`src/rtl/dnnweaver_fxp_pkg.sv`:
```
// Shared fixed-point helpers for the DnnWeaver datapath.
// Provides saturation bounds, the round-half-up shift and default widths.
package dnnweaver_fxp_pkg;

    localparam int ACC_WIDTH_DEF = 32;
    localparam int OUT_WIDTH_DEF = 16;

    typedef struct packed {
        logic signed [63:0] max;
        logic signed [63:0] min;
    } sat_bounds_t;

    function automatic sat_bounds_t sat_bounds(input int width);
        sat_bounds_t b;
        b.max = (64'sd1 <<< (width - 1)) - 64'sd1;
        b.min = -(64'sd1 <<< (width - 1));
        return b;
    endfunction

    // The add runs at 64 bits, so the rounding term never wraps (ACC_WIDTH <= 62).
    function automatic logic signed [63:0] round_shift(input logic signed [63:0] v,
                                                       input int s, input int acc_w);
        if (s >= acc_w) return v[63] ? -64'sd1 : 64'sd0;
        if (s == 0) return v;
        return (v + (64'sd1 <<< (s - 1))) >>> s;
    endfunction

endpackage

```
`src/rtl/fxp_round_shift_sat.sv`:
```
// Combinational requantizer: round-half-up right shift, then clip to OUT_WIDTH.
module fxp_round_shift_sat
    import dnnweaver_fxp_pkg::*;
#(
    parameter int ACC_WIDTH   = ACC_WIDTH_DEF,
    parameter int OUT_WIDTH   = OUT_WIDTH_DEF,
    parameter int SHIFT_WIDTH = 5
) (
    input  logic [ACC_WIDTH-1:0]   acc_val,
    input  logic [SHIFT_WIDTH-1:0] shift,
    output logic [OUT_WIDTH-1:0]   out_val,
    output logic                   sat
);

    localparam sat_bounds_t        BND   = sat_bounds(OUT_WIDTH);
    localparam logic signed [63:0] MAX_V = BND.max;
    localparam logic signed [63:0] MIN_V = BND.min;

    logic signed [63:0] shifted;

    always_comb begin
        shifted = round_shift(64'(signed'(acc_val)), 32'(shift), ACC_WIDTH);
        out_val = shifted[OUT_WIDTH-1:0];
        sat     = 1'b0;
        if (shifted > MAX_V) begin
            out_val = MAX_V[OUT_WIDTH-1:0];
            sat     = 1'b1;
        end else if (shifted < MIN_V) begin
            out_val = MIN_V[OUT_WIDTH-1:0];
            sat     = 1'b1;
        end
    end

endmodule

```
`src/rtl/signed_adder.sv`:
```
// Fixed-point signed adder with optional output register.
// Both operands are sign-extended to OUT_WIDTH; the sum wraps.
module signed_adder #(
    parameter string DTYPE           = "FXP",
    parameter string REGISTER_OUTPUT = "FALSE",
    parameter int    IN1_WIDTH       = 20,
    parameter int    IN2_WIDTH       = 32,
    parameter int    OUT_WIDTH       = 32
) (
    input  logic                 clk,
    input  logic                 reset,
    input  logic                 enable,
    input  logic [IN1_WIDTH-1:0] a,
    input  logic [IN2_WIDTH-1:0] b,
    output logic [OUT_WIDTH-1:0] out
);

    logic [OUT_WIDTH-1:0] sum;
    logic [OUT_WIDTH-1:0] sum_q;

    always_comb begin
        sum = '0;
        if (DTYPE == "FXP")
            sum = OUT_WIDTH'(signed'(a)) + OUT_WIDTH'(signed'(b));
    end

    always_ff @(posedge clk) begin
        if (reset)
            sum_q <= '0;
        else if (enable)
            sum_q <= sum;
    end

    assign out = (REGISTER_OUTPUT == "TRUE") ? sum_q : sum;

endmodule

```
`src/rtl/accumulator_requant_stage.sv`:
```
// Accumulates groups of signed beats and emits one requantized, saturated
// result per group through a single-entry output register.
module accumulator_requant_stage
    import dnnweaver_fxp_pkg::*;
#(
    parameter int IN_WIDTH    = 20,
    parameter int ACC_WIDTH   = ACC_WIDTH_DEF,
    parameter int OUT_WIDTH   = OUT_WIDTH_DEF,
    parameter int SHIFT_WIDTH = 5
) (
    input  logic                   clk,
    input  logic                   reset,
    input  logic                   in_valid,
    output logic                   in_ready,
    input  logic [IN_WIDTH-1:0]    in_data,
    input  logic                   in_last,
    input  logic [SHIFT_WIDTH-1:0] shift_amt,
    output logic                   out_valid,
    input  logic                   out_ready,
    output logic [OUT_WIDTH-1:0]   out_data,
    output logic                   out_sat
);

    logic [ACC_WIDTH-1:0]   acc;
    logic [ACC_WIDTH-1:0]   acc_sum;
    logic [ACC_WIDTH-1:0]   new_sum;
    logic [SHIFT_WIDTH-1:0] shift_q;
    logic [SHIFT_WIDTH-1:0] eff_shift;
    logic                   first;
    logic                   accept;
    logic [OUT_WIDTH-1:0]   rq_data;
    logic                   rq_sat;

    // Stall only while a finished result sits unaccepted.
    assign in_ready  = !reset && !(out_valid && !out_ready);
    assign accept    = in_valid && in_ready;
    assign new_sum   = first ? ACC_WIDTH'(signed'(in_data)) : acc_sum;
    assign eff_shift = first ? shift_amt : shift_q;

    signed_adder #(
        .DTYPE          ("FXP"),
        .REGISTER_OUTPUT("FALSE"),
        .IN1_WIDTH      (IN_WIDTH),
        .IN2_WIDTH      (ACC_WIDTH),
        .OUT_WIDTH      (ACC_WIDTH)
    ) u_add (
        .clk   (clk),
        .reset (reset),
        .enable(1'b1),
        .a     (in_data),
        .b     (acc),
        .out   (acc_sum)
    );

    fxp_round_shift_sat #(
        .ACC_WIDTH  (ACC_WIDTH),
        .OUT_WIDTH  (OUT_WIDTH),
        .SHIFT_WIDTH(SHIFT_WIDTH)
    ) u_rq (
        .acc_val(new_sum),
        .shift  (eff_shift),
        .out_val(rq_data),
        .sat    (rq_sat)
    );

    always_ff @(posedge clk) begin
        if (reset) begin
            acc       <= '0;
            shift_q   <= '0;
            first     <= 1'b1;
            out_valid <= 1'b0;
            out_data  <= '0;
            out_sat   <= 1'b0;
        end else begin
            if (accept) begin
                acc   <= new_sum;
                first <= in_last;
                if (first)
                    shift_q <= shift_amt;
            end
            // A new result takes priority over retiring the old one.
            if (accept && in_last) begin
                out_valid <= 1'b1;
                out_data  <= rq_data;
                out_sat   <= rq_sat;
            end else if (out_valid && out_ready) begin
                out_valid <= 1'b0;
            end
        end
    end

endmodule

```
`config.mk`:
```
export PLATFORM = sky130hd
export DESIGN_NAME = accumulator_requant_stage
export DESIGN_NICKNAME = d
export VERILOG_FILES = /design/src/rtl/dnnweaver_fxp_pkg.sv /design/src/rtl/fxp_round_shift_sat.sv /design/src/rtl/signed_adder.sv /design/src/rtl/accumulator_requant_stage.sv
export SDC_FILE = /design/constraint.sdc
export NUM_CORES = 1
export LEC_CHECK = 0
export CAP_MARGIN = 10
export CORE_AREA = 2 2 230 142
export DETAILED_ROUTE_END_ITERATION = 8
export DIE_AREA = 0 0 232 144
export PLACE_DENSITY = 0.83
export SYNTH_ARGS = -nofsm -noshare
export SYNTH_HDL_FRONTEND = slang
export SYNTH_SLANG_ARGS = --single-unit
```
`constraint.sdc`:
```
create_clock -name clk -period 9.25 [get_ports clk]
set_input_delay 1.85 -clock clk [delete_from_list [all_inputs] [get_ports clk]]
set_output_delay 1.85 -clock clk [all_outputs]
set_load 0.05 [all_outputs]
```
==> results of run 1 <==
routing by layer:
metal,GRT overflow,global-route usage
met5,6,0.682
met3,47,0.750
met2,177,0.867
met1,43,0.791
met4,113,0.800
metrics by stage:
step	utilization	area, sq um
floorplan	-	16500
global placement	0.685	21700
detailed placement	0.685	21700
CTS	0.720	22800
what timing repair did:
action	in CTS
gates resized for setup	136
buffers inserted	44
setup endpoints to repair	16
cloned	0
pin swaps	76
synthesized netlist by cell type (35+ instances only):
cell and count:
a211oi_1 59, a21o_1 40, a21oi_1 191, a31oi_1 37
buf_2 38, clkbuf_1 101, dfxtp_1 56, ha_1 96
inv_1 38, mux2i_1 46, nand2_1 343, nand3_1 126
nand4_1 75, nor2_1 274, nor3_1 82, nor4_1 35
o211ai_1 59, o21a_1 38, o21ai_0 184, xnor2_1 36
cell families after synthesis:
| family | after synthesis | share of synthesized area |
|---|---|---|
| buffers and inverters | 210 | 0.0534 |
| multiplexers | 64 | 0.0412 |
| XOR/XNOR | 60 | 0.0321 |
| adder cells (fa/ha/maj) | 98 | 0.0759 |
| flip-flops | 56 | 0.0685 |
| other | 1 | 0.000229 |
| AO/OA/AOI/OAI | 955 | 0.407 |
| AND/OR/NAND/NOR | 1098 | 0.321 |
==> results.toml, run 1 <==
[place]
gp_congestion = 1.33
post-place-ws_ps = -1420
place.port_buffers = 48
dp.cells = 3517
hpwl_mm = 71.9

[run_status]
status = "aborted with a tool error"
error = "[ERROR GRT-0232] Routing congestion too high. Check the congestion heatmap in the GUI."
stop_stage = "global routing (5_1_grt)"

[sta]
crit_endpoint = "out_sat$_SDFFE_PP0P_/D"
worstEpCategory = "register input"

[clock_network]
cts_buffers = 5
htree_num_levels = 2
clockBufferDepth = 2
cts_sinks = 56
root_buffer = "clkbuf_16"
ctsHoldBuffers = 0

[synth]
syn-cell-area_sq_um = 16400
synth_cells = 2542
synthTopCellsByArea = "nand2_1 7.9%, ha_1 7.3%, dfxtp_1 6.9%"
ys.flop_type = "dfxtp_1"
synth-seq-cells = 56
yosysWarnings = 0
synth_top_cell_area_share = 0.0787
synth_top_area_cell = "nand2_1"
synth_area_per_cell_sq_um = 6.44
async_reset_ff_frac = 0
synth_edf_count = 0
synth_seq_area_share = 0.0685
synth_cell_type_count = 113

[floorplanning]
die_height_microns = 144
die_w_microns = 232
ioPinCount = 49
start_util = 0.518
fp-row-count = 51

[global_route]
grt_usage = 0.801
grt_overflow = 386
grt_max_degree = 71
==> run 2, diff against run 1 <==
Settings changed: CORE_AREA 2 2 230 142 to 2 2 211 213, DIE_AREA 0 0 232 144 to 0 0 213 215, PLACE_DENSITY 0.83 to not set, PLACE_DENSITY_LB_ADDON set to 0.15.
Clock period 9.25 ns to 12.03 ns, I/O delays scaled along.
==> results.toml, run 2 <==
[run_status]
status = "finished, final reports clean"

[sta]
fin_crit_ps = 11570
rsz0062_at_grt = "no"
worst_pin_slew_ps = 1480
finalHoldViolations = 0
tns_ps = 0
max_slew_margin = 0.00120
hold-worst-slack_ps = 463
finalClockSkew_ps = 15.5
slew_viol_final = 0
setup_violations = 0
fmax_mhz = 86.5
period_share = 0.961

[floorplanning]
die_height_microns = 215
fp.dieArea_sq_um = 45800
fp-row-count = 77
die_w_microns = 213
core-area_sq_um = 43600
start_util = 0.375
ioPinCount = 49

[power_and_ir_drop]
power_frac_comb = 0.801
ir_drop_uv = 67.6
seqPwrFrac = 0.110
p_leak_nw = 7.31
clockPowerShare = 0.089
p_per_area_nw_per_um2 = 109
netSwitchingFraction = 0.582
p_switching_w = 0.00118
p_int_w = 0.000848

[drt]
vias = 21900
avgViaCountPerCell = 6.78
dr.first_iter.drc_count = 2712
antenna_left = 0
drc_errors = 0
wl_per_cell_microns = 28.6
wl_mm = 92.7
firstDrtPassIters = 6

[critical_path]
critPathLaunch = "in_data[0]"
worstPathRequired_ps = 12280
cp.arrival_ps = 11810
rr_endpoint = "out_data[13]"
critPathMaxStageDelay_ps = 640
critPathSlowestCell = "ha_1"
r2r_cells = 31
path_class = "input port to register"
r2r_setup_slack_ps = 2700
critPathLaunchType = "input port"
path_max_fanout = 12
worstSetupEndpoint = "out_data[13]"
worst_path_most_repeated_cell = "nor2_1"
reg2reg_from = "acc[0]"
cp-end-kind = "register"

[final_layout]
final_cell_mix = "343 x nand2_1, 273 x nor2_1, 191 x a21oi_1"
final_common_cell = "nand2_1"
area_delta_synth_final_pct = 13.7
top_register = "acc"
largest_reg_flops = 32
largestRegisters = "acc (32), out_data (16), shift_q (5)"
nets = 2769
drive_above_1_share = 0.115

[clock_network]
cts_buffers = 5
cts_sinks = 56
worstSkewPairLatency_ps = 330
cts_resized = 0
ctsHoldBuffers = 0
htree_num_levels = 2
clockBufferDepth = 2
path_clk_slew_ps = 80
root_buffer = "clkbuf_16"
cts_setup_buffers = 0
tritoncts = "yes"

[synth]
yosysMostFrequentCell = "nand2_1"
ys.flop_type = "dfxtp_1"
synth_area_per_cell_sq_um = 6.44
synth_top_area_cell = "nand2_1"
synth-seq-cells = 56
synth_seq_area_share = 0.0685
synth_edf_count = 0
synth_cell_type_count = 113
synth_cells = 2542
synthTopCellsByArea = "nand2_1 7.9%, ha_1 7.3%, dfxtp_1 6.9%"
yosysWarnings = 0
ys_top_cells_by_count = "343 x nand2_1, 274 x nor2_1, 191 x a21oi_1, 184 x o21ai_0, 126 x nand3_1"
async_reset_ff_frac = 0
synth_top_cell_area_share = 0.0787
syn-cell-area_sq_um = 16400

[place]
place.port_buffers = 48
gp_congestion = 1.15
hpwl_mm = 75.8

[run]
drv_cap = 0

[global_route]
grt_pass1_wl_mm = 136
grt_overflow = 0
antenna_found_initial = 1
grt_max_degree = 60
grt_usage = 0.396
grt_pass1_vias = 20600

[hold_path]
hold_path_class = "register to register"
==> run 2: logic make-up (layout without fill, tap and decap cells) <==
group,Yosys count,after routing,share of synthesized area
simple gates,1098,1098,0.321
compound gates,955,955,0.407
buf+inv,210,280,0.0534
fa+ha+maj,98,98,0.0759
mux,64,64,0.0412
xor+xnor,60,60,0.0321
flops,56,56,0.0685
other cells,1,32,0.000229
==> run 2: critical path, delay by kind of cell <==
family                   cells  cell delay, ps
adder cells (fa/ha/maj)      3            1300
AND/OR/NAND/NOR             10            3120
XOR/XNOR                     1             150
AO/OA/AOI/OAI               15            4110
buffers and inverters        3             700
==> run 2: worst min path at each step <==
stage / from / endpoint / slack [ps] / depth (start not counted)
floorplan: acc[10] / acc[10] / 440 / 2
global placement: acc[13] / acc[13] / 450 / 2
detailed placement: acc[25] / acc[25] / 450 / 2
CTS: acc[25] / acc[25] / 460 / 2
global route: acc[3] / acc[3] / 480 / 2
finish: acc[25] / acc[25] / 460 / 2
==> run 2: layout make-up <==
| type | count | area (sq um) |
|---|---|---|
| inverters | 41 | 154 |
| fillers | 4837 | 25000 |
| diodes | 1 | 2.50 |
| clock buffers | 5 | 125 |
| multi-input cells | 2306 | 14500 |
| clock inverters | 3 | 47.5 |
| flip-flops and latches | 56 | 1120 |
| repair buffers | 231 | 1880 |
| well taps | 592 | 741 |
==> run 2: per-stage QoR <==
stage	area, sq um	utilization	setup slack (ps)	cells	power, W
after floorplan	16500	-	1920	2572	0.00119
after global routing	18600	0.426	11.2	3235	0.00214
after detailed placement	18400	0.422	434	3226	0.00177
final	18600	0.426	464	3235	0.00203
after global placement	18400	0.422	270	3226	0.00177
after CTS	18600	0.426	737	3234	0.00195
==> run 2: metal layers <==
metal	track usage	vias to the layer above	wire length [microns]
li1	-	9963	-
met1	0.493	10500	36900
met2	0.626	1197	40800
met5	0	-	0
met4	0.277	0	7760
met3	0.0519	280	7150
==> run 2: power groups by stage <==
stage / Combinational, W / Clock, W / Sequential, W
global placement: 0.00154 / 0 / 0.000228
global route: 0.00172 / 0.000191 / 0.000226
CTS: 0.00154 / 0.000184 / 0.000224
detailed placement: 0.00154 / 0 / 0.000229
finish: 0.00163 / 0.000180 / 0.000224
floorplan: 0.000932 / 0 / 0.000255
Power figures use the tool's default switching activity.
